`src/rtl/seg_scan_decoder.sv`:
```
// Samples a multiplexed active-low seven-segment bus and rebuilds the hex nibble on each digit.
// Each stable, one-hot-anode dwell commits exactly once into the per-digit value/valid/err bank.
module seg_scan_decoder #(
    parameter int unsigned NUM_DIGITS    = 4,
    parameter int unsigned STABLE_CYCLES = 4
) (
    input  logic                    clk,
    input  logic                    rst_n,
    input  logic [6:0]              seg,
    input  logic [NUM_DIGITS-1:0]   an,
    output logic [4*NUM_DIGITS-1:0] value,
    output logic [NUM_DIGITS-1:0]   valid,
    output logic [NUM_DIGITS-1:0]   err,
    output logic                    upd,
    output logic [2:0]              upd_idx
);

    localparam int unsigned SW = NUM_DIGITS + 7;
    localparam int unsigned CW = $clog2(STABLE_CYCLES) + 1;
    localparam logic [CW-1:0] CntLast = CW'(STABLE_CYCLES - 1);
    localparam logic [CW-1:0] CntMax  = '1;

    typedef enum logic [0:0] {StSeek, StHold} state_e;

    logic [SW-1:0]           sync1_q, sync2_q, prev_q;
    state_e                  state_q, state_d;
    logic [CW-1:0]           cnt_q, cnt_d;
    logic [4*NUM_DIGITS-1:0] value_q, value_d;
    logic [NUM_DIGITS-1:0]   valid_q, valid_d;
    logic [NUM_DIGITS-1:0]   err_q, err_d;
    logic                    upd_q;
    logic [2:0]              upd_idx_q, idx;

    logic [NUM_DIGITS-1:0] sample_an;
    logic [6:0]            sample_seg;
    logic                  same, one_hot, commit;
    logic [3:0]            low_cnt;
    logic                  dec_hit, dec_blank;
    logic [3:0]            dec_nib;

    assign sample_an  = sync2_q[SW-1:7];
    assign sample_seg = sync2_q[6:0];
    assign same       = (sync2_q == prev_q);

    always_comb begin
        low_cnt = '0;
        idx     = '0;
        for (int i = 0; i < NUM_DIGITS; i++) begin
            if (!sample_an[i]) begin
                low_cnt = low_cnt + 4'd1;
                idx     = 3'(i);
            end
        end
        one_hot = (low_cnt == 4'd1);
    end

    always_comb begin
        dec_hit = 1'b1;
        dec_nib = 4'h0;
        case (sample_seg)
            7'h40: dec_nib = 4'h0;
            7'h79: dec_nib = 4'h1;
            7'h24: dec_nib = 4'h2;
            7'h30: dec_nib = 4'h3;
            7'h19: dec_nib = 4'h4;
            7'h12: dec_nib = 4'h5;
            7'h02: dec_nib = 4'h6;
            7'h78: dec_nib = 4'h7;
            7'h00: dec_nib = 4'h8;
            7'h10: dec_nib = 4'h9;
            7'h08: dec_nib = 4'hA;
            7'h03: dec_nib = 4'hB;
            7'h46: dec_nib = 4'hC;
            7'h21: dec_nib = 4'hD;
            7'h06: dec_nib = 4'hE;
            7'h0E: dec_nib = 4'hF;
            default: dec_hit = 1'b0;
        endcase
        dec_blank = (sample_seg == 7'h7F);
    end

    always_comb begin
        state_d = state_q;
        cnt_d   = same ? ((cnt_q == CntMax) ? cnt_q : cnt_q + 1'b1) : '0;
        commit  = 1'b0;
        case (state_q)
            StSeek: begin
                if (!one_hot) begin
                    cnt_d = '0;
                end else if (same && cnt_q == CntLast) begin
                    commit  = 1'b1;
                    state_d = StHold;
                end
            end
            StHold: begin
                if (!same) state_d = StSeek;
            end
            default: state_d = StSeek;
        endcase
    end

    // Selected digit is the single low anode; commit already implies one-hot.
    always_comb begin
        value_d = value_q;
        valid_d = valid_q;
        err_d   = err_q;
        for (int d = 0; d < NUM_DIGITS; d++) begin
            if (commit && !sample_an[d]) begin
                if (dec_hit) begin
                    value_d[4*d +: 4] = dec_nib;
                    valid_d[d]        = 1'b1;
                    err_d[d]          = 1'b0;
                end else if (dec_blank) begin
                    valid_d[d] = 1'b0;
                    err_d[d]   = 1'b0;
                end else begin
                    err_d[d] = 1'b1;
                end
            end
        end
    end

    always_ff @(posedge clk or negedge rst_n) begin
        if (!rst_n) begin
            sync1_q   <= '1;
            sync2_q   <= '1;
            prev_q    <= '1;
            state_q   <= StSeek;
            cnt_q     <= '0;
            value_q   <= '0;
            valid_q   <= '0;
            err_q     <= '0;
            upd_q     <= 1'b0;
            upd_idx_q <= '0;
        end else begin
            sync1_q   <= {an, seg};
            sync2_q   <= sync1_q;
            prev_q    <= sync2_q;
            state_q   <= state_d;
            cnt_q     <= cnt_d;
            value_q   <= value_d;
            valid_q   <= valid_d;
            err_q     <= err_d;
            upd_q     <= commit;
            if (commit) upd_idx_q <= idx;
        end
    end

    assign value   = value_q;
    assign valid   = valid_q;
    assign err     = err_q;
    assign upd     = upd_q;
    assign upd_idx = upd_idx_q;

endmodule
```
`config.mk`:
```
export PLATFORM = sky130hd
export DESIGN_NAME = seg_scan_decoder
export DESIGN_NICKNAME = d
export VERILOG_FILES = /design/src/rtl/seg_scan_decoder.sv
export SDC_FILE = /design/constraint.sdc
export NUM_CORES = 1
export LEC_CHECK = 0
export BUFFER_PORTS_ARGS = -buffer_cell sky130_fd_sc_hd__buf_2
export CORE_MARGIN = 3
export CORE_UTILIZATION = 55
export DETAILED_ROUTE_END_ITERATION = 10
export GPL_ROUTABILITY_DRIVEN = 0
export HOLD_SLACK_MARGIN = 0.02
export PLACE_DENSITY = 0.85
export SLEW_MARGIN = 20
export SYNTH_ARGS = -nofsm -noshare
export SYNTH_HDL_FRONTEND = slang
export SYNTH_SLANG_ARGS = --single-unit
```
`constraint.sdc`:
```
create_clock -name clk -period 4.5 [get_ports clk]
set_input_delay 0.9 -clock clk [delete_from_list [all_inputs] [get_ports clk]]
set_output_delay 0.9 -clock clk [all_outputs]
set_load 0.02 [all_outputs]
```
Word level (Yosys, flattened, before mapping)

Cells that the tools add are included.

Reduce and logical (&&, ||, !) cells: 20
Equality and inequality tests: 20
Add/sub/neg operators: 4
Muxes and demuxes: 22
Bitwise operators: 1

Operator list:

| operator                                      | count |
|---|---|
| case mux 4 bit (15 select lines)              | 1 |
| == test 7 bit, second input constant          | 5 |
| == test 7 x 5 -> 1 bit, second input constant | 3 |
| == test 7 x 6 -> 1 bit, second input constant | 3 |
| two-way mux 3 bit                             | 6 |
| AND reduction 2 bit                           | 8 |
| OR reduction 16 bit                           | 1 |
| == test 7 x 2 -> 1 bit, second input constant | 2 |
| == test 7 x 4 -> 1 bit, second input constant | 2 |
| adder 4 x 1 -> 4 bit, second input constant   | 3 |
| two-way mux 4 bit                             | 3 |
| == test 11 bit                                | 1 |
| two-way mux 1 bit                             | 11 |
| == test 7 x 3 -> 1 bit, second input constant | 1 |
| zero test 7 bit                               | 1 |
| logical AND 1 bit                             | 5 |
| == test 4 x 1 -> 1 bit, second input constant | 1 |
| zero test 1 bit                               | 4 |
| adder 3 x 1 -> 3 bit, second input constant   | 1 |
| == test 3 x 2 -> 1 bit, second input constant | 1 |
| == test 3 bit, second input constant          | 1 |
| case mux 1 bit (2 select lines)               | 1 |
| nonzero test 2 bit                            | 1 |
| NOT 1 bit                                     | 1 |

Output and inout port bits: 28
Register bits: 65
Input port bits: 13
Word-level logic and storage cells: 86

Logic depth before layout (Yosys ltp)

Word-level depth: 12
Mapped depth: 12
Depth with buffers taken out: 11

Worst setup path before layout

Ideal clock, no wire load.

Path kind: reg2reg
Start: reg sync2_q[7]
End: reg value_q[14], in the netlist value[14]
Stages on the path, launching flop included: 12
Required time: 4.372 ns
Buffers on the path: 1
Slack: 1.323 ns
Setup time: 0.128 ns
Clock period less this slack: 3.177 ns
Arrival: 3.049 ns
Cells stage by stage: dfstp_2 -> inv_1 -> ha_1 -> xnor2_1 -> ha_1 -> or4b_1 -> a2bb2oi_1 -> a2111oi_4 -> nand2b_1 -> buf_2 -> nor2_4 -> mux2_1

Word-level cells in the longest chain between the ends: 12
Elaborated cells on any way between the ends: 15
Classes of those cells: add/sub (3); eq/ne (2); mux (7); reduce/logical (3)

Ends and longest elaborated chain:

| item                            | RTL line | source |
|---|---|---|
| start, declared                 | 25       | `logic [SW-1:0] sync1_q, sync2_q, prev_q;` |
| start signal, assigned          | 137      | `sync2_q <= sync1_q;` |
| two-way mux 1 bit               | 49       | `if (!sample_an[i]) begin` |
| adder 4 x 1 -> 4 bit            | 50       | `low_cnt = low_cnt + 4'd1;` |
| two-way mux 4 bit               | 49       |  |
| adder 4 x 1 -> 4 bit            | 50       |  |
| two-way mux 4 bit               | 49       |  |
| adder 4 x 1 -> 4 bit            | 50       |  |
| two-way mux 4 bit               | 49       |  |
| == test 4 x 1 -> 1 bit          | 54       | `one_hot = (low_cnt == 4'd1);` |
| two-way mux 1 bit *             | 88       | `if (!one_hot) begin` |
| two-way mux 1 bit *             | 86       | `case (state_q)` |
| via commit                      | 36       | `logic same, one_hot, commit;` |
| logical AND 1 bit *             | 108      | `if (commit && !sample_an[d]) begin` |
| AND reduction 2 bit (no line) * | n/a      |  |
| end signal, assigned            | 141      | `value_q <= value_d;` |
| end, declared                   | 28       | `logic [4*NUM_DIGITS-1:0] value_q, value_d;` |

Mark *: on every way through the listed nets, which the timed path passes. The rest lies on a longest branch.
A chain may end at the register's enable or synchronous reset.

Final worst setup path

Start: reg sync2_q[7]
End: reg value_q[15], in the netlist value[15]

Same word-level chain as after synthesis.

==> impl_results.md <==
- Seq pwr share: 51.1%
- Synth top area cells: dfstp_2 31%, dfrtp_1 28%, xnor2_1 5.0%
- Largest net degree at the start of global routing: 65
- Post-CTS Resized: 0
- Maximum fanout along the worst path: 9
- Distinct cells, synth: 50
- Post-synth top area cell: dfstp_2
- RSZ-0062 raised after global routing: no
- Design area: 3220 sq um
- Hold Path Class: flip-flop to flip-flop
- First-pass GRT wire length: 9150 microns
- Final nets: 294
- GRT Util Overall: 20.4%
- Primary FF master, synth: dfstp_2
- Count of state elements after synthesis: 64
- Die ar.: 5940 sq um
- Register area share after synthesis: 59.2%
- Fmax: 272 MHz
- Final hold slack: 0.349 ns
- Footprint of the multi-input gates: 1060 sq um
- Die height: 77.1 microns
- Fin crit period: 3.67 ns
- Hold Vio Cnt, Final: 0
- Slew Viols, Final: 0
- Commonest cells post-synth: 33 x dfstp_2, 31 x dfrtp_1, 21 x o21ai_0
- Max Clock Skew: 0.0109 ns
- Antenna-violating nets left: 0
- FILL cells: 366
- Syn Area/Cell: 11.7 sq um
- Via count: 1945
- Total grt overflow: 0
- Final WL: 5420 microns
- TritonCTS clock tree: built
- Slew margin rel.: 49.9%
- Die W: 77.1 microns
- Clock Tree Buf Depth: 2
- Syn Inst Count: 238
- Final setup vio count: 0
- Power Internal: 939 uW
- CTS Sinks: 64
- Max H-tree Level: 3
- Storage element area: 1640 sq um
- TNS Setup: 0 ns
- Core area: 4790 sq um
- Vias per Instance: 5.57
- PwrDens: 379 nW/um^2
- Most common cell in the synthesized netlist: dfstp_2
- R2r setup slk: 0.83 ns
- Ys async rst share: 100%
- Crit path arrival time: 3.90 ns
- Sw Ratio: 23.2%
- Worst path required time: 4.72 ns
- Ports: 41
- Initial Util: 58.0%
- Clk slew on worst S/H paths: 0.08 ns
- Detail Placement HPWL: 3660 microns
- Vias in the first global route: 1928
- Yosys top cell area share: 31.2%
- Synth-to-Final Area Change: 16.1%
- Wirelength per Cell: 15.5 microns
- Syn_nets: 255
- Tot Pwr: 1220 uW
- Worst-margin pin slew: 0.752 ns
- Diode count: 0
- Crit. End Element: flip-flop
- Critical path startpoint category: flip-flop
- CTS root buf: clkbuf_8
- Logic gate share of total power: 5.6%
- Area of placed instances: 3010 sq um
- P_leak: 0.00148 uW
- Layout cell share with drive strength beyond 1: 33.7%
- Post-synthesis cell area: 2780 sq um
- CP Class: flip-flop to flip-flop
- Period utilization: 81.6%
- Number of synthesized flops with an enable pin: 0
- Hold-fix buffers, CTS: 0
- Drt pass-1 iters: 4
- YS warnings: 0
- DRC Markers: 0
- Max-cap violations: 0
- Setup Buffers After CTS: 0
- FP Rows: 25
- Status: complete, no violations
- IO Port Bufs: 39
- Max VDD drop: 0.339 mV
- DR iter-0 viols: 107
- Num CTS Buffers: 9
- Clock network latency to the later pin of the worst-skew pair: 0.35 ns
- Initial antenna violation count: 0
- NetSw: 283 uW
- Clock group share of total power: 43.2%
## final cells by class
| cell class | instances | area share (%) |
|---|---|---|
| clock inverter | 3 | 1.47 |
| tap | 67 | 2.60 |
| multi-input combinational | 157 | 32.8 |
| inverter | 5 | 0.582 |
| clock buffer | 13 | 5.28 |
| sequential | 64 | 51.0 |
| timing repair buffer | 40 | 6.29 |
## path summary, 6_finish.rpt
check,endpoint,cells after the start,startpoint
max,value[15],10,sync2_q[7]
min,sync2_q[8],0,sync1_q[8]
max reg2reg,value[15],10,sync2_q[7]
min reg2reg,sync2_q[8],0,sync1_q[8]
max in group asynchronous,state_q,2,rst_n
min in group asynchronous,value[8],2,rst_n
## registers in the layout (all words and copies together), names as in the netlist, 2 cells and up
register,flops
sync1_q,11
cnt_q,3
sync2_q,11
prev_q,11
err,4
valid,4
value,16
upd_idx,2
## through the flow
step                cells  setup slack (ns)  util, %
floorplan             238              1.32        -
global placement      333              1.13     62.8
detailed placement    333             0.923     62.8
CTS                   349             0.805     67.4
global route          349             0.641     67.4
finish                349             0.828     67.4
## routing by layer
| layer | vias up | global-route usage (%) | wire length [microns] |
|---|---|---|---|
| met3 | 13 | 5.40 | 305 |
| met5 | - | 0 | 0 |
| met1 | 949 | 25.8 | 2390 |
| met2 | 68 | 31.6 | 2590 |
| met4 | 0 | 12.1 | 138 |
| li1 | 915 | - | - |
## layout by cell type, fill, tap and decap left out, types with 2 or more instances in the layout
cell       n
a21o_1     2
a21oi_1    6
a32o_1     2
and3_1     3
and4b_1    2
buf_2     39
clkbuf_1   2
clkbuf_8  10
clkinv_4   2
dfrtp_1   31
dfstp_2   33
ha_1       4
inv_1      5
mux2_1     7
mux2i_1    2
nand2_1   11
nand2_2    2
nand3_1    2
nand3b_1   2
nand4_1    7
nor2_1    18
nor2_2     2
nor2b_1    4
nor3_1     3
nor3b_1    5
nor4b_1    3
o21ai_0   21
o21ai_1   11
o31ai_1    2
xnor2_1   16
## worst max-delay path: stages (launching register included)
cell and delay, ns:
dfstp_2 0.58, inv_1 0.09, ha_1 0.34, xnor2_1 0.24
ha_1 0.30, or4b_1 0.47, a2bb2oi_1 0.18, a2111oi_4 0.47
nand2b_1 0.33, nor2_4 0.20, mux2_1 0.36
## power groups by stage
stage	combinational (uW)	clock, uW	sequential (uW)
after floorplan	54.4	0	620
after global placement	65.0	0	633
after detailed placement	68.4	0	635
after CTS	69.6	536	625
after global routing	78.0	564	628
final	68.9	528	625
## cells by family after synthesis
group | after synthesis | synth area share (%)
AOI/OAI and AO/OA | 52 | 11.6
xor gates and xnor gates | 17 | 5.36
adders and majority gates | 4 | 1.80
buffers and inverters | 17 | 2.70
DFF | 64 | 59.2
muxes | 10 | 3.97
other | 1 | 0.135
and+or+nand+nor | 73 | 15.2
(Power assumes the default switching activity.)
